[src/rtl/sdiv_pkg.sv]
// Shared types and helpers for the sequential signed divider.
// Counter width is sized for the widest legal operand (32 bits).
package sdiv_pkg;

  typedef enum logic [1:0] {IDLE, CALC, FIX, DONE} state_t;

  localparam int MAX_WIDTH = 32;
  localparam int CNT_W     = $clog2(MAX_WIDTH);

  // Absolute value of a width-bit two's complement number held in the low bits of value.
  // The result is one bit wider so that -2^(width-1) has a representable magnitude.
  function automatic logic [MAX_WIDTH:0] mag(input logic [MAX_WIDTH-1:0] value, input int width);
    logic [MAX_WIDTH:0] v;
    v = {1'b0, value};
    if (value[width-1]) begin
      v = v | ({(MAX_WIDTH+1){1'b1}} << width);
      v = -v;
    end
    return v;
  endfunction

endpackage

[src/rtl/sdiv_step.sv]
// One combinational restoring-division step on unsigned magnitudes.
module sdiv_step #(
  parameter int WIDTH = 4
) (
  input  logic [WIDTH-1:0] i_rem,
  input  logic             i_bit,
  input  logic [WIDTH:0]   i_dvs,
  output logic [WIDTH-1:0] o_rem,
  output logic             o_q
);

  logic [WIDTH:0]   w_shift;
  logic [WIDTH-1:0] w_diff;

  // The restored remainder never exceeds the divisor magnitude, so WIDTH bits hold it.
  assign w_shift = {i_rem, i_bit};
  assign o_q     = (w_shift >= i_dvs);
  assign w_diff  = WIDTH'(w_shift - i_dvs);
  assign o_rem   = o_q ? w_diff : w_shift[WIDTH-1:0];

endmodule

[src/rtl/sdiv_iter.sv]
// Iterative signed divider: restoring division on magnitudes followed by a sign fixup.
// Optional Overflow output is enabled by defining SDIV_OVF_FLAG_EN.
module sdiv_iter
  import sdiv_pkg::*;
#(
  parameter int WIDTH = 4
) (
  input  logic             Clk,
  input  logic             Reset,
  input  logic             Start,
  input  logic [WIDTH-1:0] InA,
  input  logic [WIDTH-1:0] InB,
  output logic             Busy,
  output logic             Done,
  output logic [WIDTH-1:0] Quotient,
  output logic [WIDTH-1:0] Remainder
`ifdef SDIV_OVF_FLAG_EN
  ,
  output logic             Overflow
`endif
);

  state_t           r_state;
  logic [CNT_W-1:0] r_cnt;
  logic [WIDTH-1:0] r_a_mag;
  logic [WIDTH:0]   r_b_mag;
  logic [WIDTH-1:0] r_rem;
  logic [WIDTH-1:0] r_quo;
  logic             r_sa;
  logic             r_sb;

  logic [WIDTH-1:0] w_rem;
  logic             w_q;
  logic             w_b_zero;

  sdiv_step #(.WIDTH(WIDTH)) u_step (
    .i_rem (r_rem),
    .i_bit (r_a_mag[WIDTH-1]),
    .i_dvs (r_b_mag),
    .o_rem (w_rem),
    .o_q   (w_q)
  );

  assign w_b_zero = ~|r_b_mag;

`ifdef SDIV_OVF_FLAG_EN
  localparam logic [WIDTH-1:0] MIN_VAL = {1'b1, {(WIDTH-1){1'b0}}};
  logic r_ovf_pend;

  always_ff @(posedge Clk or posedge Reset) begin
    if (Reset) begin
      r_ovf_pend <= 1'b0;
      Overflow   <= 1'b0;
    end else begin
      if ((r_state == IDLE || r_state == DONE) && Start)
        r_ovf_pend <= (InB == '0) || (InA == MIN_VAL && InB == '1);
      if (r_state == FIX)
        Overflow <= r_ovf_pend;
    end
  end
`endif

  always_ff @(posedge Clk or posedge Reset) begin
    if (Reset) begin
      r_state   <= IDLE;
      r_cnt     <= '0;
      r_a_mag   <= '0;
      r_b_mag   <= '0;
      r_rem     <= '0;
      r_quo     <= '0;
      r_sa      <= 1'b0;
      r_sb      <= 1'b0;
      Busy      <= 1'b0;
      Done      <= 1'b0;
      Quotient  <= '0;
      Remainder <= '0;
    end else begin
      Done <= 1'b0;
      case (r_state)
        IDLE, DONE: begin
          if (Start) begin
            // |InA| <= 2^(WIDTH-1) always fits WIDTH unsigned bits; the divisor keeps the extra bit for the compare.
            r_a_mag <= WIDTH'(mag(MAX_WIDTH'(InA), WIDTH));
            r_b_mag <= (WIDTH+1)'(mag(MAX_WIDTH'(InB), WIDTH));
            r_sa    <= InA[WIDTH-1];
            r_sb    <= InB[WIDTH-1];
            r_rem   <= '0;
            r_quo   <= '0;
            r_cnt   <= CNT_W'(WIDTH-1);
            Busy    <= 1'b1;
            r_state <= CALC;
          end else begin
            r_state <= IDLE;
          end
        end
        CALC: begin
          r_rem   <= w_rem;
          r_quo   <= {r_quo[WIDTH-2:0], w_q};
          r_a_mag <= {r_a_mag[WIDTH-2:0], 1'b0};
          if (r_cnt == '0)
            r_state <= FIX;
          else
            r_cnt <= r_cnt - 1'b1;
        end
        FIX: begin
          // Divide by zero leaves the all-ones quotient untouched; the remainder still takes the dividend's sign.
          Quotient  <= ((r_sa ^ r_sb) && !w_b_zero) ? -r_quo : r_quo;
          Remainder <= r_sa ? -r_rem : r_rem;
          Busy      <= 1'b0;
          Done      <= 1'b1;
          r_state   <= DONE;
        end
        default: r_state <= IDLE;
      endcase
    end
  end

endmodule
[config.mk]
export PLATFORM = sky130hd
export DESIGN_NAME = sdiv_iter
export DESIGN_NICKNAME = d
export VERILOG_FILES = /design/src/rtl/sdiv_pkg.sv /design/src/rtl/sdiv_step.sv /design/src/rtl/sdiv_iter.sv
export SDC_FILE = /design/constraint.sdc
export NUM_CORES = 1
export LEC_CHECK = 0
export BUFFER_PORTS_ARGS = -buffer_cell sky130_fd_sc_hd__buf_4
export CAP_MARGIN = 20
export CELL_PAD_IN_SITES_DETAIL_PLACEMENT = 1
export CELL_PAD_IN_SITES_GLOBAL_PLACEMENT = 1
export CORE_MARGIN = 3
export CORE_UTILIZATION = 45
export CTS_CLUSTER_DIAMETER = 150
export DETAILED_ROUTE_END_ITERATION = 10
export PLACE_DENSITY_LB_ADDON = 0.05
export SLEW_MARGIN = 25
export SYNTH_ARGS = -nofsm -noshare
export SYNTH_HDL_FRONTEND = slang
export SYNTH_HIERARCHICAL = 1
export SYNTH_SLANG_ARGS = --single-unit
[constraint.sdc]
create_clock -name Clk -period 2.7 [get_ports Clk]
set_input_delay 0.54 -clock Clk [delete_from_list [all_inputs] [get_ports Clk]]
set_output_delay 0.54 -clock Clk [all_outputs]
set_load 0.01 [all_outputs]
==> results of run 1 <==
layout by cell type, fill, tap and decap left out, types with 2 or more instances in the layout:
cell,n
nor2b_1,4
buf_4,24
clkbuf_8,6
inv_1,24
ha_1,12
dfrtp_1,36
xor2_1,4
a21o_1,2
a22oi_1,2
or3_1,2
o21a_1,2
xnor2_1,4
o31ai_1,2
o21ai_0,10
a21oi_1,13
mux2i_1,7
o21ai_1,2
nand3_1,11
clkinv_2,2
nand2b_1,4
nand2_1,28
mux2_2,4
o211ai_1,2
nor2_1,12
a211oi_1,3
metal layers:
layer	vias up	global-route usage (%)
met5	-	0
met4	0	9.84
met3	11	3.31
met2	31	30.0
met1	758	23.2
li1	764	-
path summary, 6_finish.rpt:
path	end	cells past startpoint
hold reg to reg	r_quo[3]	2
min in group Clk	r_quo[3]	2
setup reg to reg	r_rem[2]	7
setup / recovery	r_rem[2]	7
max in group asynchronous	Remainder[1]	3
hold / removal	r_state[0]	3
sequential cells by signal, indices dropped and copies added (netlist names):
signal	cells
Busy	1
Done	1
Quotient	4
Remainder	4
r_a_mag	4
r_b_mag	5
r_cnt	5
r_quo	4
r_rem	4
r_sa	1
r_sb	1
r_state	2
cell type report:
cell class | instances | area share [%]
Clock inverter | 2 | 0.433
Inverter | 24 | 3.90
Tap cell | 50 | 2.71
Sequential cell | 36 | 39.0
Multi-Input combinational cell | 146 | 42.6
Clock buffer | 6 | 3.57
Timing Repair Buffer | 24 | 7.79
stage by stage:
step	instances	total power (µW)	hold WS (ns)
floorplan	215	1940	0.449
global placement	280	2300	0.462
detailed placement	280	2390	0.477
CTS	288	2810	0.369
global route	288	3020	0.403
finish	288	2770	0.346
cells by family after synthesis:
family	Yosys count	synth area share, %
simple gates	69	16.5
compound gates	44	14.2
flops	36	44.8
buf+inv	33	6.22
fa+ha+maj	13	8.46
mux	12	6.28
xor+xnor	8	3.48
power by group:
part | internal (µW) | total [µW] | switching, µW
Clock | 203 | 398 | 194
Sequential | 743 | 905 | 163
Combinational | 644 | 1470 | 827
critical path: stages (launching register included):
cell and delay [ns]:
dfrtp_1 0.44, ha_1 0.32, nand2b_4 0.14, a211o_1 0.35, a31oi_4 0.25, mux2_1 0.35
nand3_1 0.08, nand2_1 0.05
==> reports/metrics.csv, run 1 <==
stage,metric,value,unit
finish,syn_to_final_growth,14.9,%
cts,root_buffer,clkbuf_8,
cts,cts_resized,0,
die,die_w,72.9,µm
sta,worstMarginPinSlew,0.669,ns
synth,synth_top_area_share,44.8,%
place,dpl.hpwl,3330,µm
critical_path,worst_setup_path_start_kind,register,
synth,synth_common_cells,"36 x dfrtp_1, 28 x nand2_1, 24 x inv_1",
cts,cts_sinks,36,
run_status,status,finished clean,
die,die_h,72.9,µm
drt,num_vias,1564,
finish,fill_cells,483,
finish,antenna_cells,0,
drt,drtIter0Drc,39,
cts,htreeDepth,2,
critical_path,r2r_start,r_b_mag[0],
place,place_ws,0.629,ns
critical_path,cp_data_arrival_time,2.26,ns
hold_path,hp-class,in2async,
sta,setup_violations,0,
drt,wl_per_cell,15.1,µm
die,fp.dieArea,5310,µm²
drt,first_pass_iters,4,
critical_path,path_max_fanout,5,
sta,rsz0062_at_grt,no,
sta,fmax,481,MHz
grt,gr-usage-all-layers,18.4,%
job,cap_viol_max_count,0,
cts,tritoncts,yes,
drt,dr.max_layer_used,met4,
die,io_pins,21,
drt,ant_nets,0,
sta,setup_slack,0.622,ns
sta,fin_crit,2.08,ns
drt,wl_met3,189,µm
synth,ys_types,40,
place,post_dp_cell_area,2220,µm²
finish,final_util,55.8,%
critical_path,cp-end-kind,register,
synth,yosys_most_used_dff,dfrtp_1,
synth,synthTopCellsByArea,"dfrtp_1 45%, ha_1 7.5%, nand2_1 5.2%",
grt,grt_antenna_before_repair,0,
drt,wl,4360,µm
cts,cts.clk_slew.worst_paths,0.07,ns
critical_path,crit_start,r_b_mag[0],
synth,syn_inst,215,
cts,cts_made_buffers,5,
sta,setup-tns-final,0,ns
critical_path,ff2ff_setup_slack,0.62,ns
die,row_count,23,
cts,holdBufCountCts,0,
sta,timing.final.crit_share,76.9,%
synth,postSynth.asyncResetShare,100,%
sta,finalHoldViolations,0,
drt,wl_met2,2070,µm
synth,syn_area,2010,µm²
finish,multi_input_area,986,µm²
cts,cts_setup_buffers,0,
drt,drt-met1-wl,1990,µm
finish,register_area,901,µm²
synth,synth_edf_count,0,
grt,grt_remaining_overflow,0,
synth,syn_nets,239,
finish,final_area,2310,µm²
sta,relSlewSlack,55.1,%
finish,layout.nets,261,
synth,synth.largest_area_cell,dfrtp_1,
finish,drive_gt1_share,17.2,%
synth,synth_area_per_cell,9.36,µm²
synth,synth-seq-cells,36,
place,gp_congestion,0.827,
pwr,leakage,0.00115,µW
grt,grt_max_degree,37,
cts,clk_latency,0.29,ns
drt,vias_per_cell,5.43,
place,port_buffers,20,
sta,slew_violations,0,
critical_path,crit_required,2.89,ns
synth,ys_warn_count,6,
sta,skew,0.00342,ns
pwr,powerDensity,1200,nW/µm²
grt,grt_first_pass_wirelength,7530,µm
cts,cts_buffer_depth,2,
drt,drc,0,
critical_path,critical_path_class,reg2reg,
synth,synth.most_common_cell,dfrtp_1,
synth,synth-seq-area-share,44.8,%
grt,first_global_vias,1644,
die,start_util,48.6,%
pwr,ir_drop,0.417,mV
die,design.core.area,4140,µm²
Note: power is estimated with default switching activity, not from simulation.
==> run 2, diff against run 1 <==
clock period = 2.1 ns   (was 2.7 ns; I/O delays follow)
==> run 2 against run 1 <==
Flip-flop and latch count stayed put. First-iteration DRC count increased by 23%. Count of clock-buffer cells in the layout is 2 higher. Design area increased by 1.9%.
==> reports/metrics.csv, run 2 (synthesis results as in run 1) <==
stage,metric,value,unit,change
run_status,status,finished clean,,
cts,cts_made_buffers,5,,unchanged
place,gp_congestion,0.833,,+0.69%
cts,htreeDepth,2,,unchanged
place,dpl.hpwl,3390,µm,+1.8%
sta,setup_violations,0,,unchanged
critical_path,slowest_delay,0.42,ns,-0.02 ns
pwr,p_int,2150,µW,+36%
pwr,powerDensity,1560,nW/µm²,+30%
grt,grt_first_pass_wirelength,7470,µm,-0.73%
finish,layout_common_cells,"35 x dfrtp_1, 30 x buf_4, 28 x nand2_1, 24 x inv_1, 13 x a21oi_1",,
pwr,power_frac_seq,31.5,%,-1.1 points
finish,layout.nets,267,,+2.3%
grt,grt_max_degree,37,,unchanged
cts,clk_latency,0.29,ns,about the same
die,io_pins,21,,unchanged
drt,drc,0,,unchanged
critical_path,cp_data_arrival_time,2.19,ns,-0.07 ns
die,row_count,23,,unchanged
critical_path,critical_path_class,reg2reg,,
sta,worstMarginPinSlew,0.542,ns,-0.127 ns
pwr,leakage,0.00117,µW,+1.9%
pwr,swShare,41.4,%,-1.3 points
grt,gr-usage-all-layers,18.4,%,-0.069 points
grt,grt_remaining_overflow,0,,unchanged
job,cap_viol_max_count,0,,unchanged
hold_path,hp-class,in2async,,
pwr,combinationalPowerShare,54.8,%,+1.8 points
sta,fmax,509,MHz,+5.8%
critical_path,crit_start,r_b_mag[0],,
sta,setup-tns-final,0,ns,unchanged
finish,syn_to_final_growth,17.1,%,
drt,drtIter0Drc,48,,+23%
sta,finalHoldViolations,0,,unchanged
drt,vias_per_cell,5.37,,-1.2%
finish,layout_commonest_cell,dfrtp_1,,
cts,root_buffer,clkbuf_8,,
critical_path,worstPathCellList,"ha_1, nand2b_4, a211o_1, a31oi_4, buf_4, mux2i_1, nand3_1, nand2_1",,
place,port_buffers,20,,unchanged
die,die_w,72.9,µm,unchanged
critical_path,cp_slowest_cell,dfrtp_2,,
critical_path,crit_required,2.32,ns,-0.57 ns
critical_path,ff2ff_setup_slack,0.14,ns,-0.49 ns
critical_path,worst_setup_path_start_kind,register,,
die,die_h,72.9,µm,unchanged
drt,wl_per_cell,14.9,µm,-1.4%
pwr,ir_drop,0.545,mV,+31%
die,start_util,48.6,%,unchanged
critical_path,rr_endpoint,r_rem[1],,
critical_path,path_max_fanout,3,,-2
cts,cts_sinks,36,,unchanged
drt,first_pass_iters,4,,unchanged
cts,cts.clk_slew.worst_paths,0.07,ns,about the same
critical_path,r2r_start,r_b_mag[0],,
critical_path,cp-end-kind,register,,
cts,cts_buffer_depth,2,,unchanged
sta,fin_crit,1.96,ns,-0.113 ns
die,design.core.area,4140,µm²,unchanged
pwr,power.share.clock,13.6,%,-0.7 points
cts,tritoncts,yes,,
pwr,finalPower,3680,µW,+33%
finish,drive_gt1_share,18.9,%,+1.6 points
finish,antenna_cells,0,,unchanged
critical_path,r2r_cells,8,,+1
finish,top_regs,"r_b_mag x5, r_cnt x5",,
drt,ant_nets,0,,unchanged
die,fp.dieArea,5310,µm²,unchanged
grt,grt_antenna_before_repair,0,,unchanged
sta,timing.final.crit_share,93.6,%,+17 points
drt,wl,4390,µm,+0.67%
drt,num_vias,1578,,+0.90%
pwr,p_sw,1520,µW,+29%
sta,relSlewSlack,63.6,%,+8.5 points
sta,skew,0.00601,ns,+0.00259 ns
grt,first_global_vias,1605,,-2.4%
sta,rsz0062_at_grt,no,,
sta,slew_violations,0,,unchanged
==> run 2: cell types whose count changed in the layout (fill, tap and decap cells not counted) <==
cell      before  now
buf_4         24   30
clkbuf_1       0    2
clkinv_2       2    0
dfrtp_1       36   35
dfrtp_2        0    1
==> run 2: worst max-delay path by stage <==
| stage | endpoint | slack (ns) | cells after the start |
|---|---|---|---|
| floorplan | r_rem[2] | 0.14 | 7 |
| global placement | r_rem[2] | 0.15 | 7 |
| detailed placement | r_rem[1] | 0.09 | 8 |
| CTS | r_rem[1] | 0.06 | 8 |
| global route | r_rem[1] | 0.02 | 8 |
| finish | r_rem[1] | 0.14 | 8 |
==> run 2: cell type report <==
type,instances,area (µm²)
flip-flops and latches,36,902
repair buffers,30,225
multi-input cells,146,986
fillers,486,1790
inverters,24,90.1
clock buffers,8,90.1
well taps,50,62.6
==> run 2: metal layers <==
metal / global-route usage, % / part of all wire [%] / vias up
met5: 0 / 0 / -
met4: 4.30 / 0.96 / 0
met3: 4.96 / 4.4 / 5
met2: 32.6 / 49 / 30
met1: 22.0 / 46 / 761
li1: - / - / 782
==> run 2: timing repair <==
item	CTS	global route
hold buffers	0	0
gates resized for setup	0	1
setup buffers	0	2
endpoints found under the setup margin	0	3
==> run 2: per-stage QoR <==
stage	util, %	instance area [µm²]	std cells	hold slack, ns	setup slack [ns]
2_1_floorplan	-	2010	215	0.449	0.145
3_3_place_gp	54.3	2250	284	0.466	0.151
3_5_place_dp	54.3	2250	284	0.474	0.0852
4_1_cts	56.5	2340	292	0.257	0.0558
5_1_grt	56.9	2360	294	0.288	0.0171
6_report	56.9	2360	294	0.237	0.135
==> run 2: power by group through the flow <==
stage	registers, µW	clock network [µW]	logic, µW
final	1160	502	2020
after global placement	1150	0	1880
after detailed placement	1180	0	1990
after CTS	1170	515	2000
after floorplan	1160	0	1340
after global routing	1200	554	2260
==> run 2: worst max-delay path: cells and delay by family, from the launching register on <==
kind            cells  cell delay [ns]
compound gates      2             0.50
simple gates        3             0.34
fa+ha+maj           1             0.30
buf+inv             1             0.15
flops               1             0.42
mux                 1             0.19
==> run 3, diff against run 2 <==
PLACE_DENSITY_LB_ADDON = 0.1   (was 0.05)
SETUP_SLACK_MARGIN = 0.4   (was unset)
==> run 3 against run 2 <==
Cell count rose by 1.4%. Global-route usage rose by 1.7 points. Routed wire length rose by 12%. Count of clock-buffer cells in the layout fell by 1. Flip-flop and latch count did not move. Clock skew rose by 0.0013 ns. Clock power rose by 8.2%. Critical path depth rose by 1.
==> reports/metrics.csv, run 3 (synthesis results as in run 1) <==
stage,metric,value,unit,change
drt,num_vias,1630,,+3.3%
sta,fmax,524,MHz,+2.9%
cts,cts.clk_slew.worst_paths,0.08,ns,about the same
die,start_util,48.6,%,unchanged
place,gp_congestion,0.848,,+1.8%
pwr,combinationalPowerShare,57.6,%,+2.8 points
cts,root_buffer,clkbuf_8,,
sta,rsz0062_at_grt,yes,,
drt,drc,0,,unchanged
sta,skew,0.00736,ns,+0.00135 ns
die,die_w,72.9,µm,unchanged
critical_path,path_max_fanout,3,,unchanged
die,design.core.area,4140,µm²,unchanged
critical_path,cp-end-kind,register,,
cts,holdBufCountCts,0,,unchanged
grt,grt_remaining_overflow,0,,unchanged
place,dpl.cell_count,284,,unchanged
grt,gr-usage-all-layers,20.1,%,+1.7 points
hold_path,hp-class,in2async,,
drt,wl,4910,µm,+12%
place,port_buffers,20,,unchanged
finish,top_regs,"r_b_mag x5, r_cnt x5",,
finish,register_area,903,µm²,+0.14%
run_status,status,finished clean,,
die,fp.dieArea,5310,µm²,unchanged
cts,clk_latency,0.29,ns,about the same
drt,drtIter0Drc,65,,+35%
sta,worstMarginPinSlew,0.470,ns,-0.0715 ns
job,cap_viol_max_count,0,,unchanged
finish,drive_gt1_share,27.4,%,+8.6 points
finish,layout_commonest_cell,dfrtp_1,,
cts,tritoncts,yes,,
drt,ant_nets,0,,unchanged
finish,multi_input_area,1070,µm²,+8.1%
pwr,finalPower,4050,µW,+10%
place,dpl.hpwl,3440,µm,+1.5%
sta,fin_crit,1.91,ns,-0.0547 ns
pwr,power_frac_seq,29.0,%,-2.5 points
finish,final_area,2490,µm²,+5.8%
grt,grt_first_pass_wirelength,8110,µm,+8.6%
place,post_dp_cell_area,2250,µm²,+0.17%
grt,grt_antenna_before_repair,0,,unchanged
critical_path,worst_setup_path_start_kind,register,,
sta,timing.final.crit_share,90.9,%,-2.6 points
critical_path,critical_path_class,reg2reg,,
drt,wl_per_cell,16.5,µm,+10%
finish,final_util,60.1,%,+3.3 points
critical_path,r2r_start,r_a_mag[3],,
pwr,leakage,0.00120,µW,+2.5%
drt,vias_per_cell,5.47,,+1.9%
grt,first_global_vias,1699,,+5.9%
finish,final_cells,298,,+1.4%
pwr,swShare,41.6,%,+0.14 points
die,io_pins,21,,unchanged
pwr,powerDensity,1620,nW/µm²,+4.0%
critical_path,cp_data_arrival_time,2.14,ns,-0.05 ns
critical_path,ff2ff_setup_slack,0.19,ns,+0.05 ns
finish,syn_to_final_growth,23.9,%,
pwr,p_sw,1680,µW,+10%
sta,setup-tns-final,0,ns,unchanged
sta,finalHoldViolations,0,,unchanged
sta,slew_violations,0,,unchanged
pwr,power.share.clock,13.4,%,-0.2 points
finish,layout_common_cells,"34 x dfrtp_1, 32 x buf_4, 28 x nand2_1, 21 x inv_1, 13 x a21oi_1",,
sta,relSlewSlack,68.6,%,+5.0 points
die,die_h,72.9,µm,unchanged
finish,antenna_cells,0,,unchanged
die,row_count,23,,unchanged
finish,fill_cells,485,,-0.21%
critical_path,crit_required,2.33,ns,about the same
pwr,ir_drop,0.695,mV,+27%
finish,layout.nets,272,,+1.9%
cts,cts_buffer_depth,2,,unchanged
cts,cts_made_buffers,5,,unchanged
sta,setup_violations,0,,unchanged
grt,grt_max_degree,37,,unchanged
drt,first_pass_iters,4,,unchanged
critical_path,crit_start,r_a_mag[3],,
cts,htreeDepth,2,,unchanged
pwr,p_int,2360,µW,+9.7%
cts,cts_sinks,36,,unchanged
-- run 3: changes by cell type in the layout (fill, tap and decap cells not counted), sizes merged --
cell / previous run / this run
buf: 30 / 35
clkbuf: 8 / 7
-- run 3: repair_timing --
item / 4_1_cts / 5_1_grt
buffers inserted: 4 / 3
endpoints found under the hold margin: 0 / 0
cloned: 0 / 0
endpoints found under the setup margin: 12 / 14
resized for setup: 8 / 12
pin swaps: 5 / 10
-- run 3: path summary, 6_finish.rpt --
check	endpoint	depth (start not counted)
min	r_state[0]	3
max	r_rem[0]	9
max reg2reg	r_rem[0]	9
max in group asynchronous	r_b_mag[1]	3
min reg2reg	r_a_mag[0]	2
min in group Clk	r_sa	2
-- run 3: cell type report --
type	instances	share of cell area (%)
clock buffers	7	3.87
well taps	50	2.51
repair buffers	35	11.0
inverters	24	3.61
flip-flops and latches	36	36.2
multi-input cells	146	42.8
-- run 3: power groups by stage --
stage | Combinational, µW | Clock, µW | Sequential, µW
5_1_grt | 2570 | 591 | 1210
3_5_place_dp | 1980 | 0 | 1180
4_1_cts | 2180 | 547 | 1170
2_1_floorplan | 1360 | 0 | 1160
6_report | 2330 | 543 | 1170
3_3_place_gp | 1860 | 0 | 1150
-- run 3: layer usage --
| layer | share of wire [%] | GRT usage [%] | routed length (µm) |
|---|---|---|---|
| met1 | 46 | 25.9 | 2250 |
| met2 | 50 | 34.4 | 2440 |
| met3 | 4.2 | 4.68 | 204 |
| met4 | 0.45 | 4.30 | 22 |
| met5 | 0 | 0 | 0 |
-- run 3: metrics by stage --
step           hold slack [ns]  setup WS (ns)
3_5_place_dp             0.479         0.0925
3_3_place_gp             0.467          0.162
2_1_floorplan            0.449          0.222
5_1_grt                  0.285          0.101
6_report                 0.242          0.190
4_1_cts                  0.266          0.183
-- run 3: critical path, stage by stage, from the launching register on --
cell and delay (ns):
dfrtp_1 0.41, inv_2 0.08, ha_4 0.20, nand2b_4 0.13
a211o_4 0.35, a31oi_4 0.19, buf_6 0.13, mux2i_1 0.20
nand3_1 0.09, nand2_1 0.06
